## src/rtl/image_capture_pkg.sv

```systemverilog
// Shared types and constants for the image capture writer: FSM encoding,
// pixels-per-word packing factor and Avalon byte-enable patterns.
package image_capture_pkg;

  typedef enum logic [1:0] {
    S_IDLE,
    S_WAIT_SOF,
    S_LINE,
    S_LINE_END
  } state_t;

  localparam int PIX_PER_WORD = 4;

  localparam logic [3:0] BE_1 = 4'b0001;
  localparam logic [3:0] BE_2 = 4'b0011;
  localparam logic [3:0] BE_3 = 4'b0111;
  localparam logic [3:0] BE_4 = 4'b1111;

  // Byte enables for a word whose highest filled lane is 'lane'.
  function automatic logic [3:0] lane_be(input logic [1:0] lane);
    case (lane)
      2'd0:    return BE_1;
      2'd1:    return BE_2;
      2'd2:    return BE_3;
      default: return BE_4;
    endcase
  endfunction

endpackage

```

## src/rtl/pixel_packer_32.sv

```systemverilog
// Packs 8-bit pixels little-endian into 32-bit words; flushes a partial word
// on the line's last pixel and holds the issued word while the bus stalls.
module pixel_packer_32
  import image_capture_pkg::*;
(
  input  logic        clk,
  input  logic        reset,
  input  logic        in_valid,
  input  logic [1:0]  in_lane,
  input  logic [7:0]  in_data,
  input  logic        in_last,
  input  logic        stall,
  output logic        issue,
  output logic        word_valid,
  output logic [31:0] word_data,
  output logic [3:0]  word_be
);

  logic [31:0] acc;
  logic [31:0] merged;

  // Lane 0 starts from zero, so unused bytes of a partial word stay 0 and
  // bytes left over from an aborted line are discarded.
  always_comb begin
    merged = (in_lane == 2'd0) ? 32'd0 : acc;
    merged = merged | ({24'd0, in_data} << {in_lane, 3'b000});
    issue  = in_valid && ((in_lane == 2'(PIX_PER_WORD - 1)) || in_last);
  end

  // NOTE: all state here uses non-blocking assignments; merged is combinational
  // so acc and the word register both see the same freshly merged value.
  always_ff @(posedge clk) begin
    if (reset) begin
      acc        <= '0;
      word_valid <= 1'b0;
      word_data  <= '0;
      word_be    <= '0;
    end else begin
      if (in_valid) acc <= merged;
      if (!(word_valid && stall)) begin
        word_valid <= issue;
        if (issue) begin
          word_data <= merged;
          word_be   <= lane_be(in_lane);
        end
      end
    end
  end

endmodule

```

## src/rtl/image_capture_writer.sv

```systemverilog
// Camera capture writer: packs grey pixels into words and writes each line to
// alternating buffers over Avalon-MM. Optional FRAME_CNT_EN adds frame_count.
module image_capture_writer
  import image_capture_pkg::*;
#(
  parameter int ADDR_W = 32,
  parameter int CNT_W  = 16
) (
  input  logic              clk,
  input  logic              reset,
  input  logic              start_capture,
  input  logic [ADDR_W-1:0] buff0,
  input  logic [ADDR_W-1:0] buff1,
  input  logic [CNT_W-1:0]  width,
  input  logic [CNT_W-1:0]  height,
  input  logic              pix_valid,
  input  logic [7:0]        pix_data,
  input  logic              pix_sof,
  output logic              pix_ready,
  output logic [ADDR_W-1:0] m_address,
  output logic              m_write,
  output logic [31:0]       m_writedata,
  output logic [3:0]        m_byteenable,
  input  logic              m_waitrequest,
  output logic              buff0full,
  output logic              buff1full,
  output logic              busy,
  output logic              frame_done
`ifdef FRAME_CNT_EN
  ,
  output logic [CNT_W-1:0]  frame_count
`endif
);

  state_t state, state_n;
  logic [CNT_W-1:0]  width_l, height_l, pix_cnt, fill_line, word_idx, wr_line;
  logic [ADDR_W-1:0] buff0_l, buff1_l;
  logic fill_sel, fill_done, wr_sel, pend, m_last;
  logic pix_acc, restart, pkt_valid, is_last, land, last_line_wr, issue;
  logic [CNT_W-1:0] eff_pix, eff_line, eff_widx;
  logic eff_sel;

  always_comb begin
    pix_ready = 1'b0;
    case (state)
      S_IDLE, S_WAIT_SOF: pix_ready = 1'b1;
      S_LINE:             pix_ready = !(m_write && m_waitrequest);
      default:            pix_ready = 1'b0;
    endcase
  end

  // The fill side (pixels being packed) may run one pixel ahead of the write
  // side (lines landed), so each keeps its own line/buffer tracking.
  assign pix_acc   = pix_valid && pix_ready;
  assign restart   = pix_acc && pix_sof && (state == S_WAIT_SOF || state == S_LINE);
  assign pkt_valid = restart || (pix_acc && state == S_LINE && !fill_done);
  assign eff_pix   = restart ? '0 : pix_cnt;
  assign eff_line  = restart ? '0 : fill_line;
  assign eff_widx  = restart ? '0 : word_idx;
  assign eff_sel   = restart ? 1'b0 : fill_sel;
  assign is_last   = (eff_pix == width_l - CNT_W'(1));
  assign land      = m_write && !m_waitrequest && m_last;
  assign last_line_wr = (wr_line == height_l - CNT_W'(1));
  assign busy      = (state != S_IDLE);

  // NOTE: every output of this block gets a default first, so no latch is inferred.
  always_comb begin
    state_n    = state;
    buff0full  = 1'b0;
    buff1full  = 1'b0;
    frame_done = 1'b0;
    case (state)
      S_IDLE:
        if (start_capture && width != '0 && height != '0) state_n = S_WAIT_SOF;
      S_WAIT_SOF:
        if (restart)             state_n = S_LINE;
        else if (!start_capture) state_n = S_IDLE;
      S_LINE:
        if (!restart && (land || pend)) state_n = S_LINE_END;
      S_LINE_END: begin
        buff0full = !wr_sel;
        buff1full = wr_sel;
        if (last_line_wr) begin
          frame_done = 1'b1;
          state_n    = start_capture ? S_WAIT_SOF : S_IDLE;
        end else begin
          state_n = S_LINE;
        end
      end
      default: state_n = S_IDLE;
    endcase
  end

  always_ff @(posedge clk) begin
    if (reset) state <= S_IDLE;
    else       state <= state_n;
  end

  always_ff @(posedge clk) begin
    if (reset) begin
      width_l   <= '0;
      height_l  <= '0;
      buff0_l   <= '0;
      buff1_l   <= '0;
      pix_cnt   <= '0;
      fill_line <= '0;
      word_idx  <= '0;
      fill_sel  <= 1'b0;
      fill_done <= 1'b0;
      wr_line   <= '0;
      wr_sel    <= 1'b0;
      pend      <= 1'b0;
      m_address <= '0;
      m_last    <= 1'b0;
    end else begin
      if (state == S_IDLE && state_n == S_WAIT_SOF) begin
        width_l  <= width;
        height_l <= height;
        buff0_l  <= buff0;
        buff1_l  <= buff1;
      end

      if (restart) begin
        wr_line <= '0;
        wr_sel  <= 1'b0;
        pend    <= 1'b0;
      end else if (state == S_LINE_END) begin
        pend <= land;
        if (!last_line_wr) begin
          wr_line <= wr_line + CNT_W'(1);
          wr_sel  <= !wr_sel;
        end
      end else if (state == S_LINE && (land || pend)) begin
        pend <= 1'b0;
      end

      if (pkt_valid) begin
        if (is_last) begin
          pix_cnt   <= '0;
          word_idx  <= '0;
          fill_sel  <= !eff_sel;
          fill_line <= eff_line + CNT_W'(1);
          fill_done <= (eff_line == height_l - CNT_W'(1));
        end else begin
          pix_cnt   <= eff_pix + CNT_W'(1);
          word_idx  <= issue ? eff_widx + CNT_W'(1) : eff_widx;
          fill_sel  <= eff_sel;
          fill_line <= eff_line;
          fill_done <= 1'b0;
        end
      end

      if (issue && !(m_write && m_waitrequest)) begin
        m_address <= (eff_sel ? buff1_l : buff0_l) + ADDR_W'({eff_widx, 2'b00});
        m_last    <= is_last;
      end
    end
  end

  pixel_packer_32 u_packer (
    .clk        (clk),
    .reset      (reset),
    .in_valid   (pkt_valid),
    .in_lane    (eff_pix[1:0]),
    .in_data    (pix_data),
    .in_last    (is_last),
    .stall      (m_waitrequest),
    .issue      (issue),
    .word_valid (m_write),
    .word_data  (m_writedata),
    .word_be    (m_byteenable)
  );

`ifdef FRAME_CNT_EN
  always_ff @(posedge clk) begin
    if (reset)           frame_count <= '0;
    else if (frame_done) frame_count <= frame_count + CNT_W'(1);
  end
`endif

endmodule

```

## config.mk

```make
export PLATFORM = sky130hd
export DESIGN_NAME = image_capture_writer
export DESIGN_NICKNAME = d
export VERILOG_FILES = /design/src/rtl/image_capture_pkg.sv /design/src/rtl/pixel_packer_32.sv /design/src/rtl/image_capture_writer.sv
export SDC_FILE = /design/constraint.sdc
export NUM_CORES = 1
export LEC_CHECK = 0
export ABC_AREA = 1
export CAP_MARGIN = 20
export CORE_MARGIN = 10
export CORE_UTILIZATION = 30
export DETAILED_ROUTE_END_ITERATION = 10
export PLACE_DENSITY = 0.44
export SYNTH_ARGS = -nofsm -noshare
export SYNTH_HDL_FRONTEND = slang
export SYNTH_SLANG_ARGS = --single-unit
```

## constraint.sdc

```tcl
create_clock -name clk -period 12.9 [get_ports clk]
set_input_delay 1.29 -clock clk [delete_from_list [all_inputs] [get_ports clk]]
set_output_delay 1.29 -clock clk [all_outputs]
set_load 0.02 [all_outputs]
```

==> results of run 1 <==
-- critical path, cell delays in order --
cell and delay, ns:
clkdlybuf4s50_1 0.53, nand2_4 0.11, nand2_2 0.08, nand2_1 0.08, nand4_4 0.07, buf_4 0.56
nand2_1 0.49, inv_1 0.46, ha_1 0.33, inv_1 0.13, nand2_4 0.20, nand3_4 0.60
inv_2 0.34, buf_4 0.56, nand2_1 0.11, nand2_1 0.10, nor2_1 0.05
-- layout make-up --
type | instances | area (um2) | area share
timing repair buffer | 194 | 1930 | 0.105
multi-input combinational | 1654 | 8000 | 0.434
sequential | 268 | 5370 | 0.291
clock inverter | 9 | 116 | 0.00631
tap | 664 | 831 | 0.0450
antenna | 1 | 2.50 | 0.000136
clock buffer | 53 | 1080 | 0.0588
inverter | 298 | 1120 | 0.0608
-- power by group through the flow --
stage,Sequential (mW),Combinational [mW],Clock (mW)
global placement,0.901,0.313,0
detailed placement,0.901,0.315,0
floorplan,0.896,0.209,0
CTS,0.883,0.316,1.05
finish,0.883,0.314,1.02
global route,0.887,0.358,1.08
-- registers in the layout (all words and copies together), names as in the netlist, 2 cells and up --
register            flops
state                   2
height_l               16
word_idx               16
fill_line              16
buff0_l                32
width_l                16
u_packer.word_data     32
u_packer.acc           32
wr_line                16
m_address              32
pix_cnt                16
u_packer.word_be        4
buff1_l                32
-- metrics by stage --
step | hold slack (ns) | power [mW]
final | 0.442 | 2.21
after global routing | 0.458 | 2.33
after CTS | 0.444 | 2.25
after detailed placement | 0.436 | 1.22
after global placement | 0.431 | 1.21
after floorplan | 0.420 | 1.10
-- worst max-delay path by stage --
stage	to	slack [ns]
after floorplan	m_address[24]	8.20
after global placement	u_packer.word_be[1]	6.56
after detailed placement	u_packer.word_be[1]	6.41
after CTS	m_address[22]	6.95
after global routing	m_address[22]	6.55
final	u_packer.word_be[1]	7.05
-- routing by layer --
metal,wire (um),track usage,up-vias
li1,-,-,7773
met1,24500,0.226,6682
met2,21700,0.254,339
met3,2710,0.0298,57
met4,960,0.0472,2
met5,13,0,-
-- kinds of logic after synthesis --
kind of cell	count (synthesis)	share of synthesized area
compound gates	511	0.176
xor+xnor	64	0.0375
fa+ha+maj	30	0.0256
buf+inv	405	0.107
flops	268	0.359
simple gates	1049	0.295
-- cells in the final DEF, fill, tap and decap left out, types with 2 or more instances in the layout --
cell	synthesis	final
clkdlybuf4s50_1	0	182
a21oi_1	224	224
clkbuf_16	0	36
or2_2	4	4
a221oi_1	2	2
nor3_1	24	24
nor4b_1	2	2
dfxtp_1	268	268
nor4_1	13	13
nand3_4	1	2
nand4_1	18	18
inv_6	0	2
ha_1	29	29
nor2_2	4	4
inv_2	11	12
xor2_1	54	54
bufinv_16	0	2
nand2_1	537	537
nand3_1	173	172
o22ai_1	32	32
clkbuf_8	0	12
a21o_1	2	2
o21ai_0	217	217
nor2_1	254	253
nand3b_1	3	3
inv_1	286	285
xnor2_1	10	10
buf_4	5	10
clkinv_2	0	3
o21ai_1	27	27
nand2_4	3	3
o2111ai_1	3	3
clkbuf_1	78	5
nor2_4	3	4
nand2_2	7	7
==> impl_results.md, run 1 <==
- Placed Cells: 3078
- Vias in the first global route: 14131
- Final core utilization: 0.376
- Worst-margin pin slew: 1.04 ns
- CP Max Fanout: 68
- Share of the synthesized area in the top cell type: 0.359
- CTS tree: done
- Initial antenna violation count: 2
- Yosys reg bits: 268
- Clock skew: 0.0181 ns
- EDFF count, synth: 0
- P_int: 1.60 mW
- Distinct cells, synth: 41
- Avg Synthesized Cell Area: 6.42 um2
- Hold Crit Depth: 2
- Min-delay src: buff1_l[26]
- Async S/R FF share, synth: 0
- Iter 0 DRT Violations: 1008
- Die width: 243 um
- R2R depth: 17
- Gate Count Post-Synth: 2327
- Via density: 4.73
- Site Rows: 81
- First-pass GRT wire length: 79000 um
- Setup WS post-layout: 7.05 ns
- CP endpoint kind: register
- GR Overflow Total: 0
- Cell chosen for the clock root: clkbuf_16
- Most numerous cell in the Yosys netlist: nand2_1
- Req. time, crit path: 13.33 ns
- Yosys top cell by area: dfxtp_1
- Starting Density: 0.305
- Hold-fix buffers, CTS: 0
- Max Slew Vio Count: 0
- Reg2reg end: u_packer.word_be[1]
- Psw: 615 uW
- Max Buffers Root-to-Sink: 3
- Post-Route WL: 49900 um
- Worst setup path start: m_waitrequest
- Share of layout cells above drive strength 1: 0.0440
- Die Area: 0.0591 mm2
- Status: completed
- Non-Filler Instances: 3141
- Mapped cell area: 0.0149 mm2
- Min Tclk post-route: 5.85 ns
- Port bufs: 183
- Synth Net Count: 2467
- Die height: 243 um
- Clock Latency Late Sink: 0.55 ns
- Setup slack, reg-to-reg: 7.53 ns
- Primary FF master, synth: dfxtp_1
- Design Area, Final: 0.0185 mm2
- Tot GR Track Use: 0.164
- Final setup viols: 0
- Comb power frac: 0.142
- TritonCTS Buffers: 35
- Area growth syn-to-layout: 23.5%
- HPWL after DPL: 36400 um
- Synth top cells by count: 537 x nand2_1, 286 x inv_1, 268 x dfxtp_1, 254 x nor2_1, 224 x a21oi_1
- Avg WL per Cell: 15.9 um
- Max rail drop VDD: 0.0000646 V
- Sink Count: 268
- Max_slew headroom: 0.303
- Ports: 184
- Post-CTS Setup Bufs: 0
- Yosys warns: 0
- Cell Area, Placed: 0.0173 mm2
- Share of the yosys chip area belonging to registers: 0.359
- PwrDens: 120 mW/mm2
- # resized after CTS: 0
- Top post-synthesis cells by area: dfxtp_1 36%, nand2_1 13%, a21oi_1 7.5%, o21ai_0 7.3%, inv_1 7.2%
- Max Cap Viol: 0
- Nets: 2591
- Setup TNS: 0 ns
- Final Cycle Share: 0.453
- Flop pwr share: 0.399
- P_leak: 7.90 nW
- Worst Path Arrival: 6.28 ns
- Drt first pass iters: 5
- CP Launch Type: primary input
- Filler instances: 5442
- Worst slack, placed: 6.41 ns
- Critical path type: primary input to register
- Largest net degree at the start of global routing: 122
- Power share of the clock group: 0.459
- Routed Antenna Nets: 0
- HP Class: register to register
- Unrepaired setup endpoints after global routing: no
- # H-tree levels: 2
- RR Startpoint: state[1]
- Worst-path clk slew: 0.05 ns
- Fin. Hold Viols: 0
- Hold Path Sink: buff1_l[26]
- DRC violations left: 0
- Sw frac: 0.278
- Final GP Congestion: 0.900
- Fmax: 171 MHz
- Vias: 14853
- Core footprint: 0.0491 mm2
Note: power is estimated with default switching activity, not from simulation.
==> inputs of run 2 (changes only) <==
--- a/config.mk
+++ b/config.mk
@@ -10,7 +10,7 @@
 export CORE_MARGIN = 10
 export CORE_UTILIZATION = 30
 export DETAILED_ROUTE_END_ITERATION = 10
-export PLACE_DENSITY = 0.44
+export PLACE_DENSITY = 0.46
 export SYNTH_ARGS = -nofsm -noshare
 export SYNTH_HDL_FRONTEND = slang
 export SYNTH_SLANG_ARGS = --single-unit
==> constraint.sdc (replaced) <==
create_clock -name clk -period 5.35 [get_ports clk]
set_input_delay 0.535 -clock clk [delete_from_list [all_inputs] [get_ports clk]]
set_output_delay 0.535 -clock clk [all_outputs]
set_load 0.02 [all_outputs]
==> impl_results.md, run 2 (synthesis results as in run 1) <==
- Commonest cells after routing, fill and taps aside: 537 x nand2_1, 285 x inv_1, 268 x dfxtp_1
- Clock skew: 0.0277 ns (+0.00962 ns)
- Cell chosen for the clock root: clkbuf_16
- Worst-margin pin slew: 0.963 ns (-0.0814 ns)
- Routed Antenna Nets: 0 (unchanged)
- Seq. cell area: 0.00537 mm2 (unchanged)
- Critical path type: register to register
- Via density: 4.71 (-0.40%)
- Vias: 14817 (-0.24%)
- Unrepaired setup endpoints after global routing: no
- CP endpoint kind: register
- PwrDens: 279 mW/mm2 (+130%)
- RR Startpoint: state[0]
- Port bufs: 183 (unchanged)
- Post-Route WL: 49900 um (about the same)
- Max Cap Viol: 0 (unchanged)
- Hold Path Sink: u_packer.word_be[0]
- Final Cycle Share: 0.794
- Design Area, Final: 0.0184 mm2 (-0.37%)
- Worst Path Arrival: 4.68 ns (-1.60 ns)
- Setup slack, reg-to-reg: 1.10 ns (-6.43 ns)
- Worst path cell trace: inv_1 > ha_1 > nor2_1 > nand2_1 > nand4_4 > nand2_2 > buf_4 > o21ai_0 > ha_1 > nand2_1 > o21ai_0 > a21oi_1 > nand2_1 > nand3_1 > nand3_1 > nand3_1 > xor2_1 > a21oi_1
- Ports: 184 (unchanged)
- Non-Filler Instances: 3146 (+0.16%)
- Worst-path clk slew: 0.06 ns (about the same)
- HP Class: primary input to register
- Max Buffers Root-to-Sink: 3 (unchanged)
- R2R depth: 18 (+1)
- Clock Latency Late Sink: 0.55 ns (about the same)
- # H-tree levels: 2 (unchanged)
- Filler instances: 5357 (-1.6%)
- Final core utilization: 0.375 (-0.00138)
- Setup TNS: 0 ns (unchanged)
- Area growth syn-to-layout: 23.1%
- Iter 0 DRT Violations: 992 (-1.6%)
- Core footprint: 0.0491 mm2 (unchanged)
- Die height: 243 um (unchanged)
- Starting Density: 0.305 (unchanged)
- Die width: 243 um (unchanged)
- First-pass GRT wire length: 79600 um (+0.72%)
- Area occupied by multi-input gates: 0.00800 mm2 (about the same)
- Die Area: 0.0591 mm2 (unchanged)
- Vias in the first global route: 14265 (+0.95%)
- Largest net degree at the start of global routing: 97 (-20%)
- Max_slew headroom: 0.358 (+0.0543)
- Slowest cell on crit path: buf_4
- CP Launch Type: register
- HPWL after DPL: 37600 um (+3.3%)
- DRC violations left: 0 (unchanged)
- Initial antenna violation count: 1 (-1)
- Drt first pass iters: 5 (unchanged)
- Fmax: 235 MHz
- Avg WL per Cell: 15.9 um (-0.18%)
- CTS tree: done
- Fin. Hold Viols: 0 (unchanged)
- P_leak: 7.88 nW (-0.31%)
- Cell Area, Placed: 0.0173 mm2 (+0.39%)
- TritonCTS Buffers: 34 (-2.9%)
- Final setup viols: 0 (unchanged)
- Reg2reg end: m_address[27]
- CP max stage delay: 0.43 ns (-0.17 ns)
- GR Overflow Total: 0 (unchanged)
- Max rail drop VDD: 0.000165 V (+160%)
- CP Max Fanout: 44 (-35%)
- Hold Crit Depth: 2 (unchanged)
- Sink Count: 268 (unchanged)
- Nets: 2599 (+0.31%)
- Final GP Congestion: 0.889 (-1.3%)
- Commonest non-fill, non-tap cell in the layout: nand2_1
- Status: completed
- Min-delay src: reset
- Hold-fix buffers, CTS: 0 (unchanged)
- Max Slew Vio Count: 0 (unchanged)
- Site Rows: 81 (unchanged)
- Tot GR Track Use: 0.165 (+0.00105)
- Req. time, crit path: 5.78 ns (-7.55 ns)
- # resized after CTS: 0 (unchanged)
- Placed Cells: 3087 (+0.29%)
- Min Tclk post-route: 4.25 ns
- Share of layout cells above drive strength 1: 0.0447 (+0.000717)
- Post-CTS Setup Bufs: 0 (unchanged)
## run 2: cell count changes in the layout (fill, tap and decap cells not counted), moves of 2 or more
cell       previous run  this run
buf_12                0         2
buf_4                10        18
clkbuf_1              5         8
clkbuf_16            36        34
clkbuf_8             12         7
clkinv_2              3         5
## run 2: worst max path at each step
stage,end,startpoint
detailed placement,m_address[27],m_waitrequest
CTS,m_address[27],state[0]
finish,m_address[27],state[0]
global route,m_address[19],state[0]
global placement,m_address[27],m_waitrequest
floorplan,m_address[24],state[1]
## run 2: layer usage
layer / track usage / routed length (um) / part of all wire
met5: 0 / 0 / 0
met4: 0.0551 / 1230 / 0.025
met3: 0.0284 / 2280 / 0.046
met2: 0.262 / 22300 / 0.45
met1: 0.221 / 24100 / 0.48
## run 2: stage by stage
stage / power, mW / setup slack [ns] / hold slack, ns
floorplan: 2.66 / 1.29 / 0.420
finish: 5.13 / 1.10 / 0.247
global placement: 2.94 / 0.746 / 0.435
CTS: 5.21 / 1.02 / 0.217
detailed placement: 2.94 / 0.686 / 0.434
global route: 5.40 / 0.631 / 0.250
## run 2: area by class of cell
class                           instances  area share
Multi-Input combinational cell       1654       0.435
Sequential cell                       268       0.292
Timing Repair Buffer                  203       0.109
Inverter                              298      0.0610
Clock buffer                           49      0.0531
Tap cell                              664      0.0452
Clock inverter                          9     0.00483
Antenna cell                            1    0.000136
## run 2: where the power goes
| part | leakage (nW) | total [mW] | switching, mW | internal, mW |
|---|---|---|---|---|
| logic | 5.16 | 0.768 | 0.494 | 0.273 |
| clock network | 0.528 | 2.23 | 0.915 | 1.32 |
| registers | 2.19 | 2.13 | 0.0463 | 2.08 |
## run 2: worst max-delay path, delay by kind of cell (launching register included)
family / cells / cell delay [ns]
buffers and inverters: 2 / 0.58
and+or+nand+nor: 9 / 1.52
xor gates and xnor gates: 1 / 0.26
adders and majority gates: 2 / 0.74
DFF: 1 / 0.33
AOI/OAI and AO/OA: 4 / 0.69
==> inputs of run 3 (changes only) <==
--- a/config.mk
+++ b/config.mk
@@ -10,7 +10,7 @@
 export CORE_MARGIN = 10
 export CORE_UTILIZATION = 30
 export DETAILED_ROUTE_END_ITERATION = 10
-export PLACE_DENSITY = 0.46
+export PLACE_DENSITY = 0.44
 export SYNTH_ARGS = -nofsm -noshare
 export SYNTH_HDL_FRONTEND = slang
 export SYNTH_SLANG_ARGS = --single-unit
==> constraint.sdc (replaced) <==
create_clock -name clk -period 4 [get_ports clk]
set_input_delay 0.4 -clock clk [delete_from_list [all_inputs] [get_ports clk]]
set_output_delay 0.4 -clock clk [all_outputs]
set_load 0.02 [all_outputs]
==> impl_results.md, run 3 (synthesis results as in run 1) <==
- Design Area, Final: 0.0189 mm2 (+2.8%)
- Commonest non-fill, non-tap cell in the layout: nand2_1
- Largest net degree at the start of global routing: 95 (-2.1%)
- CP max stage delay: 0.43 ns (about the same)
- Clock skew: 0.0302 ns (+0.00252 ns)
- Setup WS post-layout: 0.411 ns (-0.692 ns)
- Filler instances: 5385 (+0.52%)
- Worst-path clk slew: 0.06 ns (about the same)
- Vias in the first global route: 14320 (+0.39%)
- Share of layout cells above drive strength 1: 0.0613 (+0.0166)
- Ports: 184 (unchanged)
- Crit path top cell by count: nand2_1
- Status: completed
- P_leak: 8.13 nW (+3.2%)
- GR Overflow Total: 0 (unchanged)
- Min Tclk post-route: 3.59 ns (-0.658 ns)
- Vias: 14966 (+1.0%)
- Max Cap Viol: 0 (unchanged)
- Worst-margin pin slew: 1.01 ns (+0.0505 ns)
- Req. time, crit path: 4.45 ns (-1.33 ns)
- Max rail drop VDD: 0.000225 V (+36%)
- Core footprint: 0.0491 mm2 (unchanged)
- Ant. Diodes: 0 (-1)
- Max Buffers Root-to-Sink: 3 (unchanged)
- Final GP Congestion: 0.883 (-0.68%)
- Slowest cell on crit path: dfxtp_1
- PwrDens: 394 mW/mm2 (+41%)
- Final Cycle Share: 0.897 (+0.103)
- Avg WL per Cell: 16.0 um (+0.83%)
- First-pass GRT wire length: 80100 um (+0.58%)
- Tot GR Track Use: 0.166 (+0.00138)
- Nets: 2624 (+0.96%)
- Fin. Hold Viols: 0 (unchanged)
- Starting Density: 0.305 (unchanged)
- Fmax: 279 MHz (+18%)
- HPWL after DPL: 37800 um (+0.38%)
- Cell Area, Placed: 0.0175 mm2 (+1.1%)
- Worst path cell trace: inv_1 > ha_2 > nor2_1 > nand2_1 > nand4_4 > buf_6 > nand2_1 > nand2_1 > nand2_1 > nor2_1 > nand2_1 > nor2_4 > nand2_4 > nand2_4 > nand3_4 > buf_4 > o21ai_0 > nor2_1
- Sink Count: 268 (unchanged)
- Area growth syn-to-layout: 26.5%
- Port bufs: 183 (unchanged)
- Clock Latency Late Sink: 0.57 ns (+0.02 ns)
- Post-Route WL: 50800 um (+1.8%)
- DRC violations left: 0 (unchanged)
- CP Max Fanout: 34 (-23%)
- Die width: 243 um (unchanged)
- # H-tree levels: 2 (unchanged)
- CP Launch Type: register
- Via density: 4.71 (about the same)
- HP Class: primary input to register
- Drt first pass iters: 5 (unchanged)
- Setup TNS: 0 ns (unchanged)
- Cell chosen for the clock root: clkbuf_16
- Routed Antenna Nets: 0 (unchanged)
- Initial antenna violation count: 0 (-1)
- Die height: 243 um (unchanged)
- Final setup viols: 0 (unchanged)
- Commonest cells after routing, fill and taps aside: 537 x nand2_1, 285 x inv_1, 268 x dfxtp_1
- Max Slew Vio Count: 0 (unchanged)
- Die Area: 0.0591 mm2 (unchanged)
- Max_slew headroom: 0.324 (-0.0337)
- Site Rows: 81 (unchanged)
- TritonCTS Buffers: 36 (+5.9%)
- Worst Path Arrival: 4.04 ns (-0.64 ns)
- Worst slack, placed: -0.0410 ns (-0.727 ns)
- Iter 0 DRT Violations: 945 (-4.7%)
- Critical path type: register to register
- CTS tree: done
- CP endpoint kind: register
==> run 3: cell types whose count changed in the layout (fill, tap and decap cells not counted), moves of 3 or more <==
cell | previous run | this run
buf_4 | 18 | 36
clkbuf_8 | 7 | 16
o21ai_0 | 217 | 211
o21ai_1 | 27 | 33
clkbuf_1 | 8 | 3
a21oi_1 | 224 | 221
buf_12 | 2 | 5
bufinv_16 | 1 | 4
==> run 3: critical path: cells and delay by family (launching register included) <==
kind | cells | cell delay, ns
AO/OA/AOI/OAI | 1 | 0.32
adder cells (fa/ha/maj) | 1 | 0.22
buffers and inverters | 3 | 0.69
flip-flops | 1 | 0.43
AND/OR/NAND/NOR | 13 | 1.79
==> run 3: power breakdown <==
part | switching, mW | leakage [nW] | internal [mW] | total [mW]
clock network | 1.33 | 0.652 | 2.22 | 3.55
registers | 0.0625 | 2.19 | 2.79 | 2.85
logic | 0.672 | 5.30 | 0.381 | 1.05
==> run 3: final cells by class <==
cell class                 count  area [um2]  share of cell area
multi-input combinational   1654        8050               0.426
sequential                   268        5370               0.284
timing repair buffer         226        2220               0.118
clock buffer                  55        1130              0.0599
inverter                     298        1120              0.0593
tap                          664         831              0.0439
clock inverter                10         180             0.00953
==> run 3: routing by layer <==
metal  wire length (um)  vias to the layer above  GRT usage
met4                897                        0     0.0448
met5                  0                        -          0
li1                   -                     7849          -
met2              22000                      285      0.256
met3               2420                       49     0.0294
met1              25400                     6783      0.232
==> run 3: worst paths after layout <==
path | start | endpoint | slack (ns) | depth (start not counted)
setup / recovery | state[1] | m_address[17] | 0.41 | 18
hold / removal | reset | fill_line[8] | 0.44 | 4
setup reg to reg | state[1] | m_address[17] | 0.41 | 18
hold reg to reg | buff1_l[28] | buff1_l[28] | 0.44 | 2
==> run 3: what timing repair did <==
action / in CTS / in global routing
hold buffers: 0 / 0
buffers inserted: 0 / 2
gates resized for setup: 0 / 21
setup endpoints to repair: 0 / 60
==> run 3: metrics by stage <==
stage	hold WS [ns]	cells	utilization	power (mW)
CTS	0.433	3173	0.384	7.55
floorplan	0.420	2327	-	3.56
detailed placement	0.436	3108	0.357	3.96
global placement	0.430	3108	0.357	3.95
global route	0.459	3175	0.385	7.81
finish	0.439	3175	0.385	7.45
